$ cat src/rtl/program_counter.sv
// Registered program counter with increment, previous-value and change tracking.
// Optional registered even-parity output enabled by defining PC_PARITY_EN.
module program_counter #(
    parameter int WIDTH     = 4,
    parameter int RESET_VAL = 0
) (
    input  logic             clk,
    input  logic             reset,
    input  logic [WIDTH-1:0] data_in,
    output logic [WIDTH-1:0] data_out,
    output logic [WIDTH-1:0] pc_plus1,
    output logic [WIDTH-1:0] prev_out,
    output logic             changed,
    output logic             at_max,
    output logic             parity
);

    localparam logic [WIDTH-1:0] RESET_V = WIDTH'(RESET_VAL);

    logic [WIDTH-1:0] data_q,    data_d;
    logic [WIDTH-1:0] prev_q,    prev_d;
    logic             changed_q, changed_d;

    // NOTE: every always_comb output gets a value on every path, so no latch can be inferred.
    always_comb begin
        data_d    = data_in;
        prev_d    = data_q;
        changed_d = (data_in != data_q);
    end

    // NOTE: sequential state uses non-blocking assignments so all registers sample old values together.
    always_ff @(posedge clk or negedge reset) begin
        if (!reset) begin
            data_q    <= RESET_V;
            prev_q    <= RESET_V;
            changed_q <= 1'b0;
        end else begin
            data_q    <= data_d;
            prev_q    <= prev_d;
            changed_q <= changed_d;
        end
    end

    assign data_out = data_q;
    assign prev_out = prev_q;
    assign changed  = changed_q;
    assign pc_plus1 = data_q + WIDTH'(1);
    assign at_max   = &data_q;

`ifdef PC_PARITY_EN
    logic parity_q, parity_d;

    // Parity of data_in is captured with the load, so it always matches data_out.
    always_comb begin
        parity_d = ^data_in;
    end

    always_ff @(posedge clk or negedge reset) begin
        if (!reset) begin
            parity_q <= ^RESET_V;
        end else begin
            parity_q <= parity_d;
        end
    end

    assign parity = parity_q;
`else
    assign parity = 1'b0;
`endif

endmodule

$ cat config.mk
export PLATFORM = sky130hd
export DESIGN_NAME = program_counter
export DESIGN_NICKNAME = d
export VERILOG_FILES = /design/src/rtl/program_counter.sv
export SDC_FILE = /design/constraint.sdc
export NUM_CORES = 1
export LEC_CHECK = 0
export CAP_MARGIN = 10
export CELL_PAD_IN_SITES_DETAIL_PLACEMENT = 0
export CELL_PAD_IN_SITES_GLOBAL_PLACEMENT = 2
export CORE_MARGIN = 1
export CORE_UTILIZATION = 19
export CTS_CLUSTER_SIZE = 14
export DETAILED_ROUTE_END_ITERATION = 7
export GPL_TIMING_DRIVEN = 0
export PLACE_DENSITY = 0.77
export SLEW_MARGIN = 10
export SYNTH_ARGS = -nofsm -noshare
export SYNTH_HDL_FRONTEND = slang
export SYNTH_SLANG_ARGS = --single-unit
$ cat constraint.sdc
create_clock -name clk -period 1.41 [get_ports clk]
set_input_delay 0.3525 -clock clk [delete_from_list [all_inputs] [get_ports clk]]
set_output_delay 0.3525 -clock clk [all_outputs]
set_load 0.03 [all_outputs]
* After elaboration in Yosys (flattened, before gate mapping)
Index checks and enable logic that the tools add are counted.
Operators by class: $add $sub $neg 1, $mul 0, divide/modulo/power cells 0, order comparisons 0, equality and inequality tests 1, shift-type cells 0, multiplexer cells 0, bitwise logic cells 0, reduce and logical (&&, ||, !) cells 1
Operators by type and width (count):
- 4-bit by 1-bit adder with 4-bit output (second input constant) | 1
- 4-bit inequality test | 1
- 4-bit AND reduction | 1
Word-level totals: flip-flop bits (word level) 9, bits in latches 0, RAM bits 0, memory bits (read-only) 0, bits of input ports 6, output and inout port bits 15, logic and storage cells 6, memories kept 0

* Logic depth before layout (Yosys ltp)
Gate-level depths: netlist (run 1).
depth in word-level cells 1, mapped depth 2, depth with buffers taken out 2

* Worst setup path after synthesis (run 1)
OpenSTA, ideal clock, no wires.
path type reg-to-output, start register data_q[0], in the netlist data_out[0], end output port pc_plus1[2], arrival time 1.300 ns, data required time 1.058 ns, path slack -0.242 ns, cell stages (with the launch flop) 3, buffers on the path 0, cells stage by stage dfrtp_1 ha_1 xor2_1
On the way: cells in the longest elaborated chain, start to end 1
RTL lines:
- start, declared | RTL line 20 | logic [WIDTH-1:0] data_q, data_d;
- start signal, assigned | RTL line 38 | data_q <= data_d;
- 4-bit by 1-bit adder with 4-bit output | RTL line 47 | assign pc_plus1 = data_q + WIDTH'(1);
- end, declared | RTL line 11 | output logic [WIDTH-1:0] pc_plus1,
No other way between the ends.

* Worst setup path after layout (run 1)
start register data_q[2], in the netlist data_out[2], end output port at_max
On the way: cells in the longest elaborated chain, start to end 1
RTL lines:
- 4-bit AND reduction | RTL line 48 | assign at_max = &data_q;
- end, declared | RTL line 14 | output logic at_max,
No other way between the ends.

==> Implementation_results.wiki, run 1 <==
{| class="wikitable"
! Metric !! Value
|-
| Routed via count divided by cell count || 3.85
|-
| Area of combinational cells with multiple inputs || roughly 120 um2
|-
| Pin count of the biggest net entering global routing || 10
|-
| Sequential fraction of design power || roughly 45%
|-
| Worst vdd ir || between 0.3 and 0.4 mV
|-
| Area after DPL || 553 um2
|-
| H-tree depth reported by CTS || 1
|-
| Worst setup path class || flop to output pin
|-
| Antenna diode count || 0
|-
| Global-route wire length before repair || 1290 um
|-
| Longest individual stage delay on the worst path || 0.44 ns
|-
| Die W || 43.3 um
|-
| Logic pwr share || 25.2%
|-
| Accumulated negative setup slack || -0.358 ns
|-
| Fmax || approximately 0.67 GHz
|-
| Failing checks || negative setup slack
|-
| Top-level I/O count || 21
|-
| Routability Congestion || ~0.61
|-
| Filler cell count || about 170
|-
| Hold-fix buffer count after cts || 0
|-
| Endpoint kind of the worst setup timing path || output pin
|-
| Vias in the first global route || 292
|-
| Hold Violations, Final || 0
|-
| Netlist cell types || 10
|-
| Total nets after synthesis || 29
|-
| Skew-Pair Late Insertion Delay || 0.25 ns
|-
| Count of input and output buffers || 19
|-
| CTS clk-pin slew, worst paths || approximately 0.060 ns
|-
| Final setup violating endpoints || 6
|-
| Global routing usage summed across all routing layers || between 9 and 10%
|-
| Maximum fanout along the worst path || 4
|-
| Share of total power consumed by net switching || between 20 and 30%
|-
| Clock network fraction of design power || between 30 and 40%
|-
| Synth Warn # || 0
|-
| Setup repair after global routing missed its margin || yes
|-
| Sequential fraction of the synthesis area || between 60% and 70%
|-
| Area of the die || 1870 um2
|-
| DRC || 0
|-
| Post-synthesis cell count || 22
|-
| Static leakage power || ~0.28 nW
|-
| Cell area after layout || a little over 600 um2
|-
| Initial core utilization || a little over a fifth
|-
| Combined flip-flop and latch cell area || ~230 um2
|-
| Count of max-cap constraint violations || 0
|-
| Per-cell routed wire length || between 10 and 15 um
|-
| Most common library cell in the layout ignoring fill and taps || buf_6
|-
| Top library cells by usage in the layout, fill and taps aside || buf_6 (7), dfrtp_1 (5), clkdlybuf4s50_1 (5), dlygate4sd2_1 (5)
|-
| Setup slack after placement || -0.434 ns
|-
| Net Switching || 0.000182 W
|-
| Simple-gate area share of the yosys netlist || about 5.8%
|-
| Initial DRT Pass Iterations || 1
|-
| Iter 0 DRT Violations || 0
|-
| Worst path required time || around 1.1 ns
|-
| Area of the mapped netlist || around 320 um2
|-
| Critical path data arrival time || 1.15 ns
|-
| Max-slew violation count || 0
|-
| Share of the synthesized area in compound gates (AO/OA/AOI/OAI) || 0%
|-
| Routed via count || 250
|-
| Area delta synth->final || 92.3%
|-
| Critical Path Slowest Stage Cell || dfrtp_2
|-
| Dominant combinational cell family by area after synthesis || XOR/XNOR gates
|-
| Clock buffer count from CTS || 3
|-
| Avg Inst Size Synth || 14.7 um2
|-
| GRT overflow || 0
|-
| Synthesized-area fraction occupied by adder cells || between 3 and 4%
|-
| Root buffer selected by CTS || clkbuf_4
|-
| Ordered cell list for the critical path || buf_4, and3_4, buf_6
|-
| Deepest clock path buffer count || 2
|-
| Initial antenna violation count || 0
|-
| Placeable core region || roughly 1500 um2
|-
| Floorplan die height || about 43 um
|-
| Row count || 14
|-
| Mux cell area share after synthesis || 0%
|-
| Count of nets after finishing || between 50 and 60
|-
| Tmin final || around 1.5 ns
|-
| Layout cell share with drive strength beyond 1 || slightly above 50%
|-
| Clk_skew || between 0.0003 and 0.0004 ns
|-
| Power density over the cells || 1020 nW/um2
|-
| Share of the cycle needed by the critical path after routing || 107%
|-
| Run status || finished with violations
|-
| Internal power of the cells || approximately 0.00046 W
|-
| Cell family with the largest share of critical-path delay || flip-flops
|-
| Kind of start point of the critical path || flop
|-
| Clock tree from TritonCTS || done
|-
| Xor-xnor portion of the synthesized cell area || about 16%
|-
| Total detailed-routing wirelength || around 730 um
|-
| Routed Antenna Nets || 0
|-
| Clock sink count || 9
|-
| Worst path setup slack after routing || -0.0935 ns
|-
| Class of the tightest hold or removal check || input port to async pin
|-
| Buffering stage count on the worst path with inverters included || 2
|-
| Yosys reg bits || 9
|}
## path summary, 6_finish.rpt
kind | startpoint | endpoint | slack (ns) | cells after the start
min in group clk | data_out[1] | prev_out[1] | 0.45 | 0
max in group asynchronous | reset | data_out[2] | 0.73 | 1
max | data_out[2] | at_max | -0.09 | 3
max reg2reg | data_out[0] | changed | 0.37 | 4
min reg2reg | data_out[1] | prev_out[1] | 0.45 | 0
min | reset | prev_out[0] | 0.39 | 1
## through the flow
stage | hold slack (ns) | utilization [%] | cells | total power [W]
4_1_cts | 0.389 | 38.5 | 63 | 0.000643
6_report | 0.386 | 40.4 | 65 | 0.000638
3_5_place_dp | 0.435 | 35.9 | 57 | 0.000439
5_1_grt | 0.412 | 40.4 | 65 | 0.000677
3_3_place_gp | 0.440 | 35.9 | 57 | 0.000439
2_1_floorplan | 0.0569 | - | 22 | 0.000367
## power groups by stage
stage / combinational [W] / sequential (W) / clock (W)
finish: 0.000160 / 0.000284 / 0.000193
global route: 0.000170 / 0.000286 / 0.000220
CTS: 0.000149 / 0.000286 / 0.000208
detailed placement: 0.000148 / 0.000291 / 0
global placement: 0.000148 / 0.000291 / 0
floorplan: 0.0000521 / 0.000315 / 0
## sequential cells by signal (all words and copies together), names as in the netlist
register,cells
prev_out,4
data_out,4
changed,1
## cell usage after synthesis
| cell | n | share of area, % |
|---|---|---|
| xnor2_1 | 5 | 14 |
| nand3_1 | 1 | 1.5 |
| dfrtp_1 | 9 | 69 |
| xor2_1 | 1 | 2.7 |
| nand4_1 | 1 | 1.9 |
| conb_1 | 1 | 1.2 |
| buf_4 | 1 | 2.3 |
| ha_1 | 1 | 3.9 |
| inv_1 | 1 | 1.2 |
| and3_2 | 1 | 2.3 |
## worst reg2reg max path: cells and delay by family (launching register included)
| kind | cells | cell delay [ns] |
|---|---|---|
| DFF | 1 | 0.44 |
| xor gates and xnor gates | 1 | 0.13 |
| and+or+nand+nor | 1 | 0.09 |
| buffers and inverters | 2 | 0.26 |
## cell families (layout without fill, tap and decap cells)
| logic type | Yosys count | in the layout |
|---|---|---|
| fa+ha+maj | 1 | 1 |
| buf+inv | 2 | 29 |
| other cells | 1 | 1 |
| simple gates | 3 | 3 |
| flops | 9 | 9 |
| xor+xnor | 6 | 6 |
## layout make-up
cell class,count,area share (%)
plain buffers,1,1.20
clock buffers,4,4.22
inverters,1,0.602
multi-input cells,11,19.1
flip-flops and latches,9,36.9
well taps,16,3.21
repair buffers,23,34.7
## what timing repair did
| action | CTS | global route |
|---|---|---|
| pin swaps | 1 | 2 |
| buffers inserted | 2 | 2 |
| setup endpoints to repair | 14 | 7 |
| gates resized for setup | 57 | 9 |
| gates cloned | 0 | 0 |
## layer usage
layer	vias up	track usage (%)	share of wire, %
li1	120	-	-
met1	110	11.0	39
met2	20	14.0	45
met3	0	4.68	16
met4	0	7.27	0
met5	-	0	0
(Power assumes the default switching activity.)
==> inputs of run 2 (changes only) <==
- CORE_MARGIN: 1 -> 8
==> run 2 against run 1 <==
  * The flow still finishes with violations (negative setup slack)
  * Worst hold slack improved by 0.014 ns
  * Clock power barely moved
  * Total power rose by 0.98%
==> Implementation_results.wiki, run 2 (synthesized netlist as in run 1, its figures left out) <==
{| class="wikitable"
! Metric !! Value
|-
| Initial antenna violation count || 0
|-
| Most common library cell in the layout ignoring fill and taps || buf_4
|-
| Fmax || 0.653 GHz
|-
| Worst setup path class || flop to output pin
|-
| Skew-Pair Late Insertion Delay || roughly 0.25 ns
|-
| Initial core utilization || between 15 and 20%
|-
| Endpoint kind of the worst setup timing path || output pin
|-
| Area of the die || 3280 um2
|-
| H-tree depth reported by CTS || 1
|-
| Failing checks || negative setup slack
|-
| Routed via count || around 260
|-
| Hold-fix buffer count after cts || 0
|-
| Routability Congestion || 0.597
|-
| Critical R2R Capture || changed
|-
| Layout cell share with drive strength beyond 1 || around 52%
|-
| Top library cells by usage in the layout, fill and taps aside || buf_4 (7), dfrtp_1 (5), clkdlybuf4s50_1 (5), dlygate4sd2_1 (5)
|-
| CTS clk-pin slew, worst paths || 0.06 ns
|-
| Setup repair after global routing missed its margin || yes
|-
| Tmin final || around 1.5 ns
|-
| Die W || around 57 um
|-
| GRT overflow || 0
|-
| Clk_skew || about 0.0020 ns
|-
| Cell area after layout || between 600 and 700 um2
|-
| Floorplan die height || roughly 57 um
|-
| Antenna diode count || 0
|-
| Clock tree from TritonCTS || done
|-
| Count of max-cap constraint violations || 0
|-
| Class of the tightest hold or removal check || input port to async pin
|-
| Clock buffer count from CTS || 3
|-
| Number of cells traversed by the worst register-to-register path || 4
|-
| Total detailed-routing wirelength || around 880 um
|-
| Startpoint of the worst-slack reg-to-reg timing path || data_out[2]
|-
| Row count || 15
|-
| DRC || 0
|-
| Max-slew violation count || 0
|-
| Global routing usage summed across all routing layers || slightly below 6%
|-
| Clock sink count || 9
|-
| Final worst hold slack || 0.400 ns
|-
| Count of nets after finishing || between 50 and 60
|-
| Initial DRT Pass Iterations || 3
|-
| Static leakage power || between 0.2 and 0.3 nW
|-
| Vias in the first global route || between 300 and 400
|-
| Power density over the cells || roughly 1000 nW/um2
|-
| Pin count of the biggest net entering global routing || 10
|-
| Share of the cycle needed by the critical path after routing || 109%
|-
| Worst path required time || 1.06 ns
|-
| Run status || finished with violations
|-
| Crit path capture || at_max
|-
| Routed Antenna Nets || 0
|-
| Placeable core region || roughly 1700 um2
|-
| Top-level I/O count || 21
|-
| Maximum fanout along the worst path || 3
|-
| Routed via count divided by cell count || between 3 and 4
|-
| Area delta synth->final || 97.3%
|-
| Count of input and output buffers || 19
|-
| Per-cell routed wire length || between 10 and 15 um
|-
| Worst vdd ir || around 0.36 mV
|-
| CP startpoint || data_out[1]
|-
| Setup slack of the worst register-to-register path || 0.35 ns
|-
| Iter 0 DRT Violations || 2
|-
| Final setup violating endpoints || 5
|-
| Global-route wire length before repair || 1420 um
|-
| Critical path data arrival time || roughly 1.2 ns
|-
| Kind of start point of the critical path || flop
|-
| Worst path setup slack after routing || -0.121 ns
|-
| Deepest clock path buffer count || 2
|-
| Hold Violations, Final || 0
|-
| Root buffer selected by CTS || clkbuf_4
|-
| Area after DPL || approximately 550 um2
|}
-- run 2: changes by cell type in the layout (fill, tap and decap cells not counted) --
| cell | delta |
|---|---|
| buf_4 | +3 |
| buf_12 | +1 |
| buf_6 | -3 |
| buf_2 | -1 |
| clkdlybuf4s15_2 | +1 |
-- run 2: worst max-delay path, stage by stage, from the launching register on --
cell	delay (ns)
dfrtp_2	0.44
ha_4	0.18
and3_4	0.17
buf_6	0.13
-- run 2: area by class of cell --
type	instances	area (um2)
fill	163	1030
timing repair buffer	24	231
sequential	9	230
multi-input combinational	11	119
clock buffer	4	26.3
tap	17	21.3
buffer	1	7.51
inverter	1	3.75
-- run 2: timing repair --
action,in CTS,in global routing
endpoints found under the setup margin,14,6
pin swaps,1,0
resized for setup,58,3
cloned,0,0
setup buffers,4,1
-- run 2: worst min path at each step --
stage                start  depth (start not counted)     endpoint  slack, ns
2_1_floorplan        reset                          0      changed       0.06
3_3_place_gp   data_out[0]                          0  prev_out[0]       0.45
3_5_place_dp   data_out[1]                          0  prev_out[1]       0.45
4_1_cts              reset                          1  prev_out[3]       0.40
5_1_grt              reset                          1  prev_out[2]       0.43
6_report             reset                          1  prev_out[2]       0.40
-- run 2: power breakdown --
group / internal (W) / switching (W) / total, W
Sequential: 0.000272 / 0.0000127 / 0.000285
Combinational: 0.0000771 / 0.0000871 / 0.000164
Clock: 0.000109 / 0.0000858 / 0.000195
-- run 2: metrics by stage --
step	setup WS, ns	cells	util, %	total power (W)	TNS, ns
final	-0.121	67	38.3	0.000644	-0.362
after global routing	-0.160	67	38.3	0.000680	-0.594
after CTS	-0.132	66	36.7	0.000649	-0.363
after detailed placement	-0.433	58	33.2	0.000442	-1.83
after global placement	-0.423	58	33.2	0.000440	-1.83
after floorplan	-0.0159	22	-	0.000367	-0.0159
-- run 2: layer usage --
metal  GRT usage [%]  routed length (um)  up-vias
li1                -                   -      123
met1            6.21                 392      116
met2            7.41                 337       18
met3            4.71                 152        0
met4            4.29                   0        0
met5               0                   0        -
==> inputs of run 3 (changes only) <==
- CTS_CLUSTER_SIZE: 14 -> not set
- TNS_END_PERCENT: not set -> 10
==> run 3 against run 2 <==
  * The run still ends with negative setup slack left
  * Clock-buffer cell count unchanged
  * Worst hold slack improved by 0.00050 ns
  * Maximum frequency hardly changed
  * Largest power group unchanged
==> Implementation_results.wiki, run 3 (synthesized netlist as in run 1, its figures left out) <==
{| class="wikitable"
! Metric !! Value
|-
| Longest individual stage delay on the worst path || between 0.4 and 0.5 ns
|-
| Count of input and output buffers || 19
|-
| Buffering stage count on the worst path with inverters included || 1
|-
| Global-route wire length before repair || about 1400 um
|-
| DRC || 0
|-
| Iter 0 DRT Violations || 2
|-
| Initial DRT Pass Iterations || 2
|-
| Final setup violating endpoints || 6
|-
| Overall Power || ~0.00063 W
|-
| Clock tree from TritonCTS || done
|-
| Initial antenna violation count || 0
|-
| Class of the tightest hold or removal check || input port to async pin
|-
| Endpoint kind of the worst setup timing path || output pin
|-
| Fmax || ~0.65 GHz
|-
| Area of the die || between 3000 and 4000 um2
|-
| CTS clk-pin slew, worst paths || around 0.06 ns
|-
| Hold-fix buffer count after cts || 0
|-
| Critical Path Slowest Stage Cell || dfrtp_2
|-
| Max-slew violation count || 0
|-
| Placeable core region || ~1700 um2
|-
| H-tree depth reported by CTS || 1
|-
| Setup repair after global routing missed its margin || yes
|-
| Share of the cycle needed by the critical path after routing || 109%
|-
| Hold Violations, Final || 0
|-
| Clock sink count || 9
|-
| Core utilization of the finished layout || between 30 and 40%
|-
| Ordered cell list for the critical path || ha_4, and3_4, buf_6
|-
| Root buffer selected by CTS || clkbuf_4
|-
| Pin count of the biggest net entering global routing || 10
|-
| Filler cell count || roughly 160
|-
| Failing checks || negative setup slack
|-
| Die W || around 57 um
|-
| Maximum fanout along the worst path || 4
|-
| Routed Antenna Nets || 0
|-
| Clk_skew || around 0.00075 ns
|-
| Count of nets after finishing || 56
|-
| Row count || 15
|-
| Run status || finished with violations
|-
| Routed via count divided by cell count || around 4
|-
| Worst path setup slack after routing || -0.121 ns
|-
| Area delta synth->final || 91.9%
|-
| Combined flip-flop and latch cell area || 230 um2
|-
| Floorplan die height || roughly 57 um
|-
| Area of combinational cells with multiple inputs || 119 um2
|-
| Kind of start point of the critical path || flop
|-
| Antenna diode count || 0
|-
| Global routing usage summed across all routing layers || approximately 5.8%
|-
| Top library cells by usage in the layout, fill and taps aside || buf_4 (5), dfrtp_1 (5), clkdlybuf4s50_1 (5), dlygate4sd2_1 (5)
|-
| Total detailed-routing wirelength || about 850 um
|-
| Routability Congestion || around 0.60
|-
| Routed via count || around 250
|-
| Worst path required time || 1.06 ns
|-
| Worst vdd ir || about 0.35 mV
|-
| Vias in the first global route || ~310
|-
| Per-cell routed wire length || 13.1 um
|-
| Cell family with the largest share of critical-path delay || flip-flops
|-
| Skew-Pair Late Insertion Delay || approximately 0.25 ns
|-
| Power density over the cells || roughly 1000 nW/um2
|-
| Static leakage power || ~0.27 nW
|-
| Deepest clock path buffer count || 2
|-
| Initial core utilization || 19.4%
|-
| Clock buffer count from CTS || 3
|-
| Layout cell share with drive strength beyond 1 || approximately half
|-
| GRT overflow || 0
|-
| Worst setup path class || flop to output pin
|-
| Critical path data arrival time || approximately 1.2 ns
|-
| Count of max-cap constraint violations || 0
|-
| Tmin final || about 1.5 ns
|-
| Top-level I/O count || 21
|}
run 3: cell count changes in the layout (fill, tap and decap cells not counted):
cell / before / now
buf_12: 1 / 0
buf_2: 1 / 0
buf_4: 7 / 5
clkdlybuf4s15_2: 2 / 4
run 3: per-layer routing:
layer	up-vias	GRT usage, %	part of all wire [%]
met5	-	0	0
met4	0	4.29	0
met3	0	4.48	17
met2	18	7.09	37
met1	117	6.47	45
li1	119	-	-
run 3: final timing paths:
check | depth (start not counted) | startpoint | end | slack [ns]
setup / recovery | 3 | data_out[0] | at_max | -0.12
hold / removal | 1 | reset | prev_out[3] | 0.40
setup reg to reg | 3 | data_out[0] | changed | 0.46
hold reg to reg | 0 | data_out[3] | prev_out[3] | 0.48
max in group asynchronous | 1 | reset | data_out[1] | 0.69
min in group clk | 0 | data_out[3] | prev_out[3] | 0.48
run 3: stage by stage:
stage | TNS (ns) | hold slack [ns] | instances | cell area [um2] | setup slack, ns
2_1_floorplan | -0.0159 | 0.0569 | 22 | 343 | -0.0159
3_3_place_gp | -1.83 | 0.449 | 58 | 554 | -0.423
3_5_place_dp | -1.83 | 0.449 | 58 | 554 | -0.433
4_1_cts | -0.596 | 0.403 | 65 | 608 | -0.196
5_1_grt | -0.726 | 0.426 | 65 | 622 | -0.163
6_report | -0.433 | 0.400 | 65 | 622 | -0.121
run 3: power by group:
part	internal [W]	total, W	switching, W
Sequential	0.000273	0.000285	0.0000129
Combinational	0.0000712	0.000156	0.0000848
Clock	0.000109	0.000193	0.0000839
run 3: layout make-up:
cell class / count / share of cell area [%]
plain buffers: 1 / 1.21
clock buffers: 4 / 4.23
inverters: 1 / 0.604
multi-input cells: 11 / 19.1
flip-flops and latches: 9 / 37.0
well taps: 17 / 3.42
repair buffers: 22 / 34.4
run 3: what timing repair did:
item	in CTS	in global routing
resized for setup	51	5
pin swaps	1	1
buffers inserted	3	0
endpoints found under the setup margin	14	7
run 3: worst reg2reg max path: cells and delay by family, from the launching register on:
family	cells	cell delay, ns
xor gates and xnor gates	1	0.14
DFF	1	0.44
and+or+nand+nor	1	0.10
buffers and inverters	1	0.15
